`src/rtl/alu_pkg.sv`:
```
// Shared ALU definitions: select codes and the multiply sequencer state type.
package alu_pkg;

  localparam logic [3:0] ALU_ADD  = 4'd0;
  localparam logic [3:0] ALU_SUB  = 4'd1;
  localparam logic [3:0] ALU_MUL  = 4'd2;
  localparam logic [3:0] ALU_SLT  = 4'd3;
  localparam logic [3:0] ALU_SLL  = 4'd4;
  localparam logic [3:0] ALU_XORI = 4'd6;

  typedef enum logic [1:0] {
    IDLE,
    RUN,
    DONE
  } mul_state_t;

endpackage

```
`src/rtl/mul_sequencer_step.sv`:
```
// mul_step: one combinational shift-add iteration consuming BITS_PER_CYCLE
// multiplier bits. Products are truncated to WIDTH (modulo 2^WIDTH).
module mul_step #(
  parameter int unsigned WIDTH          = 32,
  parameter int unsigned BITS_PER_CYCLE = 1
) (
  input  logic [WIDTH-1:0]          acc,
  input  logic [WIDTH-1:0]          mcand,
  input  logic [WIDTH-1:0]          mplier,
  output logic [WIDTH-1:0]          acc_next,
  output logic [WIDTH-1:0]          mcand_next,
  output logic [WIDTH-1:0]          mplier_next
);

  logic [BITS_PER_CYCLE-1:0] digit;
  logic [WIDTH-1:0]          partial;

  // Add mcand times the low multiplier digit, then advance both operands.
  always_comb begin
    digit   = mplier[BITS_PER_CYCLE-1:0];
    partial = '0;
    for (int unsigned i = 0; i < BITS_PER_CYCLE; i++) begin
      if (digit[i]) partial = partial + (mcand << i);
    end
    acc_next    = acc + partial;
    mcand_next  = mcand << BITS_PER_CYCLE;
    mplier_next = mplier >> BITS_PER_CYCLE;
  end

endmodule

```
`src/rtl/mul_sequencer.sv`:
```
// mul_sequencer: multi-cycle shift-add MUL controller beside the ALU.
// Stalls the core while iterating and pulses done for one commit cycle.
// Optional build macro MUL_EARLY_TERM_EN: leave RUN once the remaining
// multiplier is zero instead of running the full WIDTH/BITS_PER_CYCLE steps.
// BITS_PER_CYCLE must divide WIDTH (legal values 1, 2, 4).
module mul_sequencer
  import alu_pkg::*;
#(
  parameter int unsigned WIDTH          = 32,
  parameter int unsigned BITS_PER_CYCLE = 1,
  parameter logic [3:0]  MUL_SEL        = ALU_MUL
) (
  input  logic             clk,
  input  logic             rst,
  input  logic             start,
  input  logic [3:0]       sel_signal,
  input  logic [WIDTH-1:0] a,
  input  logic [WIDTH-1:0] b,
  output logic             stall,
  output logic             busy,
  output logic             done,
  output logic [WIDTH-1:0] result
);

  localparam int unsigned STEPS = WIDTH / BITS_PER_CYCLE;
  localparam int unsigned CW    = $clog2(STEPS) + 1;
  localparam logic [CW-1:0] LAST = CW'(STEPS - 1);

  mul_state_t state, state_n;

  logic [WIDTH-1:0] acc, mcand, mplier;
  logic [CW-1:0]    count;
  logic [WIDTH-1:0] step_acc, step_mcand, step_mplier;
  logic             issue;

  mul_step #(
    .WIDTH          (WIDTH),
    .BITS_PER_CYCLE (BITS_PER_CYCLE)
  ) u_step (
    .acc         (acc),
    .mcand       (mcand),
    .mplier      (mplier),
    .acc_next    (step_acc),
    .mcand_next  (step_mcand),
    .mplier_next (step_mplier)
  );

  // Next-state decode and combinational outputs.
  always_comb begin
    state_n = state;
    issue   = (state == IDLE) && start && (sel_signal == MUL_SEL);
    case (state)
      IDLE: if (issue) state_n = RUN;
      RUN: begin
        if (count == LAST) state_n = DONE;
`ifdef MUL_EARLY_TERM_EN
        if (step_mplier == '0) state_n = DONE;
`endif
      end
      DONE:    state_n = IDLE;
      default: state_n = IDLE;
    endcase
    stall = issue || (state == RUN);
    busy  = (state == RUN);
    done  = (state == DONE);
  end

  // State register.
  always_ff @(posedge clk) begin
    if (rst) state <= IDLE;
    else     state <= state_n;
  end

  // Datapath: latch operands at issue, iterate in RUN, capture result on exit.
  always_ff @(posedge clk) begin
    if (rst) begin
      acc    <= '0;
      mcand  <= '0;
      mplier <= '0;
      count  <= '0;
      result <= '0;
    end else begin
      case (state)
        IDLE: if (issue) begin
          acc    <= '0;
          mcand  <= a;
          mplier <= b;
          count  <= '0;
        end
        RUN: begin
          acc    <= step_acc;
          mcand  <= step_mcand;
          mplier <= step_mplier;
          count  <= count + 1'b1;
          if (state_n == DONE) result <= step_acc;
        end
        default: ;
      endcase
    end
  end

endmodule

```
`config.mk`:
```
export PLATFORM = sky130hd
export DESIGN_NAME = mul_sequencer
export DESIGN_NICKNAME = d
export VERILOG_FILES = /design/src/rtl/alu_pkg.sv /design/src/rtl/mul_sequencer_step.sv /design/src/rtl/mul_sequencer.sv
export SDC_FILE = /design/constraint.sdc
export NUM_CORES = 1
export LEC_CHECK = 0
export ABC_CLOCK_PERIOD_IN_PS = 3300
export CORE_MARGIN = 10
export CORE_UTILIZATION = 40
export DETAILED_ROUTE_END_ITERATION = 6
export GPL_TIMING_DRIVEN = 0
export PLACE_DENSITY_LB_ADDON = 0.05
export SLEW_MARGIN = 10
export SYNTH_ARGS = -nofsm -noshare
export SYNTH_HDL_FRONTEND = slang
export SYNTH_HIERARCHICAL = 1
export SYNTH_SLANG_ARGS = --single-unit
export TNS_END_PERCENT = 30
```
`constraint.sdc`:
```
create_clock -name clk -period 3.3 [get_ports clk]
set_input_delay 0.33 -clock clk [delete_from_list [all_inputs] [get_ports clk]]
set_output_delay 0.33 -clock clk [all_outputs]
set_load 0.005 [all_outputs]
```
---- After elaboration in Yosys (flattened, before gate mapping) ----
Index checks and enable logic that the tools add are counted.
word-level totals
  word-level logic and storage cells ...... 33
  register bits ........................... 136
  output and inout port bits .............. 35
cells by class
  add/subtract/negate cells ............... 2
  eq/ne operators ......................... 6
  muxes and demuxes ....................... 12
  reductions and logical operators ........ 7
operators by type and width
  cell                                                 count
  one-hot mux 32 bit (2 select lines)                  3
  two-way mux 32 bit                                   4
  adder 32 bit                                         1
  one-hot mux 6 bit (2 select lines)                   1
  adder 6 x 1 -> 6 bit, second input constant          1
  equality test 6 x 5 -> 1 bit, second input constant  1
  two-way mux 6 bit                                    1
  equality test 2 bit, second input constant           2
  equality test 4 x 2 -> 1 bit, second input constant  1
  two-way mux 2 bit                                    2
  one-hot mux 2 bit (2 select lines)                   1
  AND reduction 2 bit                                  2
  equality test 2 x 1 -> 1 bit, second input constant  1
  logical AND 1 bit                                    2
  zero test 2 bit                                      1
  inequality test 2 bit, second input constant         1
  nonzero test 2 bit                                   1
  logical OR 1 bit                                     1

---- Longest topological paths before layout ----
  word-level depth ........................ 7
  gate-level depth with buffers ........... 13
  gate-level depth less buffers ........... 12

---- By module ----
The synthesis kept the hierarchy.
modules (own cells, without submodules)
  module         times used  area an instance (um^2)  seq. area each (um^2)  cells an instance
  mul_sequencer  1           6175.9                   2722.6                 685
  mul_step       1           2457.4                   0.0                    355

---- Least setup slack after synthesis ----
Ideal clock, no wire load.
  kind .................................... flip-flop to flip-flop
  start ................................... register mplier[0]
  end ..................................... register acc[28]
  arrival ................................. 2.780 ns
  cell stages (with the launch flop) ...... 13
  setup slack ............................. 0.388 ns
  cell sequence ........................... dfxtp_1 and2_1 ha_1 fa_1 a21o_1 a221oi_2 a211oi_2 a21oi_2 o221ai_2 and4_1 or3_1 nand2_1 a21oi_1
on the way
  word-level cells in the longest chain between the ends .. 3
ends and longest elaborated chain
  what                                 line                      text
  from (decl)                          mul_sequencer.sv:31       logic [WIDTH-1:0] acc, mcand, mplier;
  from (signal assigned)               mul_sequencer.sv:93       mplier <= step_mplier;
  two-way mux 32 bit                   mul_sequencer_step.sv:23  if (digit[i]) partial = partial + (mcand << i);
  adder 32 bit                         mul_sequencer_step.sv:25  acc_next = acc + partial;
  net step_acc[28]                     mul_sequencer.sv:33       logic [WIDTH-1:0] step_acc, step_mcand, step_mplier;
  one-hot mux 32 bit (2 select lines)  mul_sequencer.sv:83       case (state)
  to (signal assigned)                 mul_sequencer.sv:91       acc <= step_acc;
  to (decl)                            mul_sequencer.sv:31
The timed path passes the listed nets, and every way through them passes these cells.
A chain may end at the register's enable or synchronous reset.

---- Final worst setup path ----
  start ................................... register mplier[0]
  end ..................................... register result[28]
on the way
  word-level cells in the longest chain between the ends .. 2
ends and longest elaborated chain
  what                  line                      text
  two-way mux 32 bit    mul_sequencer_step.sv:23
  adder 32 bit          mul_sequencer_step.sv:25
  net step_acc[28]      mul_sequencer.sv:33
  to (signal assigned)  mul_sequencer.sv:95       if (state_n == DONE) result <= step_acc;
  to (decl)             mul_sequencer.sv:22       output logic [WIDTH-1:0] result
The timed path passes the listed nets, and every way through them passes these cells.

==> flow_summary_export.csv <==
group,metric,value,unit
cts,clkSinkCount,136,
hold_path,hp-class,"reg -> reg",
cells_and_area,layout_common_cells,"nand2_1, dfxtp_1, clkdlybuf4s50_1",
routing,drtIter0Drc,430,
floorplanning,core_area,0.02115,mm²
routing,drc,0,
synthesis,ys_ff_latch,136,
routing,first_pass_iters,7,
synthesis,async_reset_ff_share,0,%
cells_and_area,multi_input_area,0.005145,mm²
placement,dp_hpwl,17.40,mm
synthesis,synth_top_flop_cell,"dfxtp_1",
sta,fin_skew,0.009414,ns
routing,vias_per_cell,5.121,
global_route,grt_overflow_total,0,
setup_path,crit_arrival,3.48,ns
floorplanning,rows,53,
global_route,grt_pass1_vias,7344,
cells_and_area,n_antenna_cell,0,
routing,drtAntennaViolNets,0,
cts,clk_pin_slew,0.06,ns
synthesis,syn_area,0.008633,mm²
setup_path,critPathLaunchType,"register",
global_route,gr-usage-all-layers,16.59,%
floorplanning,ios,106,
cells_and_area,final_common_cell,"nand2_1",
power,max-vdd-ir-drop,0.0003829,V
cts,tritoncts,"yes",
global_route,grt_first_pass_wirelength,38.63,mm
cts,clock_latency,0.43,ns
cts,cts.path.max_buffers,2,
routing,wl_per_cell,16.28,µm
sta,max_slew_margin,38.06,%
routing,num_vias,7467,
synthesis,yosysUniqueCellTypes,59,
sta,drv_slew,0,
cts,cts_buffers,17,
floorplanning,dieArea,0.02786,mm²
cells_and_area,nFillCells,2065,
global_route,grt_max_degree,17,
placement,numPortBuffers,105,
synthesis,syn_avg_cell_area,8.301,µm²
sta,tightestPinTransition,0.9214,ns
sta,fmaxAchievable,313.6,MHz
synthesis,ys_seq_area_share,31.54,%
sta,rsz0062_at_grt,"true",
placement,dp_slack,-0.3158,ns
placement,gp_congestion,0.8912,
cells_and_area,layout-drive-gt1-share,16.91,%
sta,fin_ws,0.1108,ns
routing,drt_wl_total,23.74,mm
setup_path,path_max_fanout,6,
synthesis,synth_cells,1040,
sta,setup_viol,0,
cts,root_buffer,"clkbuf_16",
floorplanning,chipHeight,166.9,µm
sta,final.min_clock_period,3.189,ns
power,power_density,386.5,mW/mm²
setup_path,required,3.59,ns
run,drv_cap,0,
global_route,antenna_found_initial,0,
sta,post-route-period-util,96.64,%
cells_and_area,seqCellArea,0.002724,mm²
cells_and_area,finalNetCount,1274,
outcome,run_status,"finished clean",
synthesis,synth_edf_count,0,
cts,h-tree-depth,4,
floorplanning,die_x,166.9,µm
sta,whs,0.4539,ns
setup_path,worstSetupEndpointType,"register",
setup_path,path_class,"reg -> reg",
power,power_leakage,4.649,nW
cells_and_area,syn_to_final_growth,25.23,%
synthesis,ys_warn_count,6,
sta,hold_viol,0,
floorplanning,start_util,40.81,%
[Yosys cell counts, drive strengths merged (13+ instances only)]
cell	instances	share of area [%]
a21o	19	1.7
a21oi	71	4.2
and2	33	2.4
buf	85	7.0
clkbuf	48	2.1
dfxtp	136	32
ha	32	4.6
mux2	64	8.3
mux2i	98	11
nand2	249	11
nand3	13	0.75
nor2	19	0.83
nor3	14	0.81
o211ai	35	3.0
o21ai	17	0.99
[critical path: stages (launching register included)]
cell	delay, ns
dfxtp_2	0.36
and2_1	0.17
ha_1	0.22
fa_2	0.37
a21o_1	0.23
a221oi_4	0.35
a211oi_4	0.13
a21oi_2	0.27
o221ai_2	0.18
and4_1	0.23
or3_4	0.39
nand2_1	0.07
mux2i_1	0.08
[state kept, by name, indices dropped and copies added (netlist names)]
signal / cells
acc: 32
count: 6
mcand: 32
mplier: 32
result: 32
state: 2
[per-layer routing]
layer  part of all wire [%]  GRT usage (%)  up-vias
met1                     49          22.27     3472
met5                      0              0        -
met4                    1.2          5.002        0
met2                     44          25.89      172
li1                       -              -     3804
met3                    5.2          3.648       19
[cell type report]
| class | count | share of cell area (%) |
|---|---|---|
| Clock buffer | 18 | 4.062 |
| Timing Repair Buffer | 111 | 10.14 |
| Multi-Input combinational cell | 759 | 47.59 |
| Sequential cell | 136 | 25.19 |
| Clock inverter | 14 | 2.048 |
| Tap cell | 275 | 3.183 |
| Inverter | 13 | 0.4513 |
| Buffer | 132 | 7.337 |
[stage by stage]
stage          power [W]  cells  cell area [µm²]  setup TNS [ns]  util (%)
2_1_floorplan   0.001908   1041             8637               0         -
3_3_place_gp    0.002053   1421            10030          -2.319     47.42
3_5_place_dp    0.002056   1421            10030          -2.501     47.42
4_1_cts         0.004230   1454            10720        -0.01574     50.70
5_1_grt         0.004322   1458            10810        -0.09891     51.11
6_report        0.004178   1458            10810               0     51.11
[where the power goes]
part	internal (W)	switching (W)
Sequential	0.00166	0.0000145
Combinational	0.000184	0.000155
Clock	0.00137	0.000792
[repair_timing]
item | CTS | global route
resized for setup | 8 | 17
buffers inserted | 1 | 5
endpoints found under the setup margin | 15 | 14
pin swaps | 1 | 5
hold buffers | 0 | 0
[path summary, 6_finish.rpt]
check                                             start                       to  slack [ns]  cells after the start
worst min-delay path            result[11]$_SDFFE_PP0P_  result[11]$_SDFFE_PP0P_        0.45                      2
worst min register to register  result[11]$_SDFFE_PP0P_  result[11]$_SDFFE_PP0P_        0.45                      2
worst max register to register   mplier[0]$_SDFFE_PP0P_  result[28]$_SDFFE_PP0P_        0.11                     12
worst max-delay path             mplier[0]$_SDFFE_PP0P_  result[28]$_SDFFE_PP0P_        0.11                     12
[cell families after synthesis]
kind of cell	Yosys count	synth area share (%)
AOI/OAI and AO/OA	184	14.04
adders and majority gates	33	4.870
xor gates and xnor gates	24	2.435
muxes	162	19.71
DFF	136	31.54
and+or+nand+nor	354	17.68
buffers and inverters	146	9.681
other	1	0.04344
No activity file was read; power rests on OpenSTA's default activity.
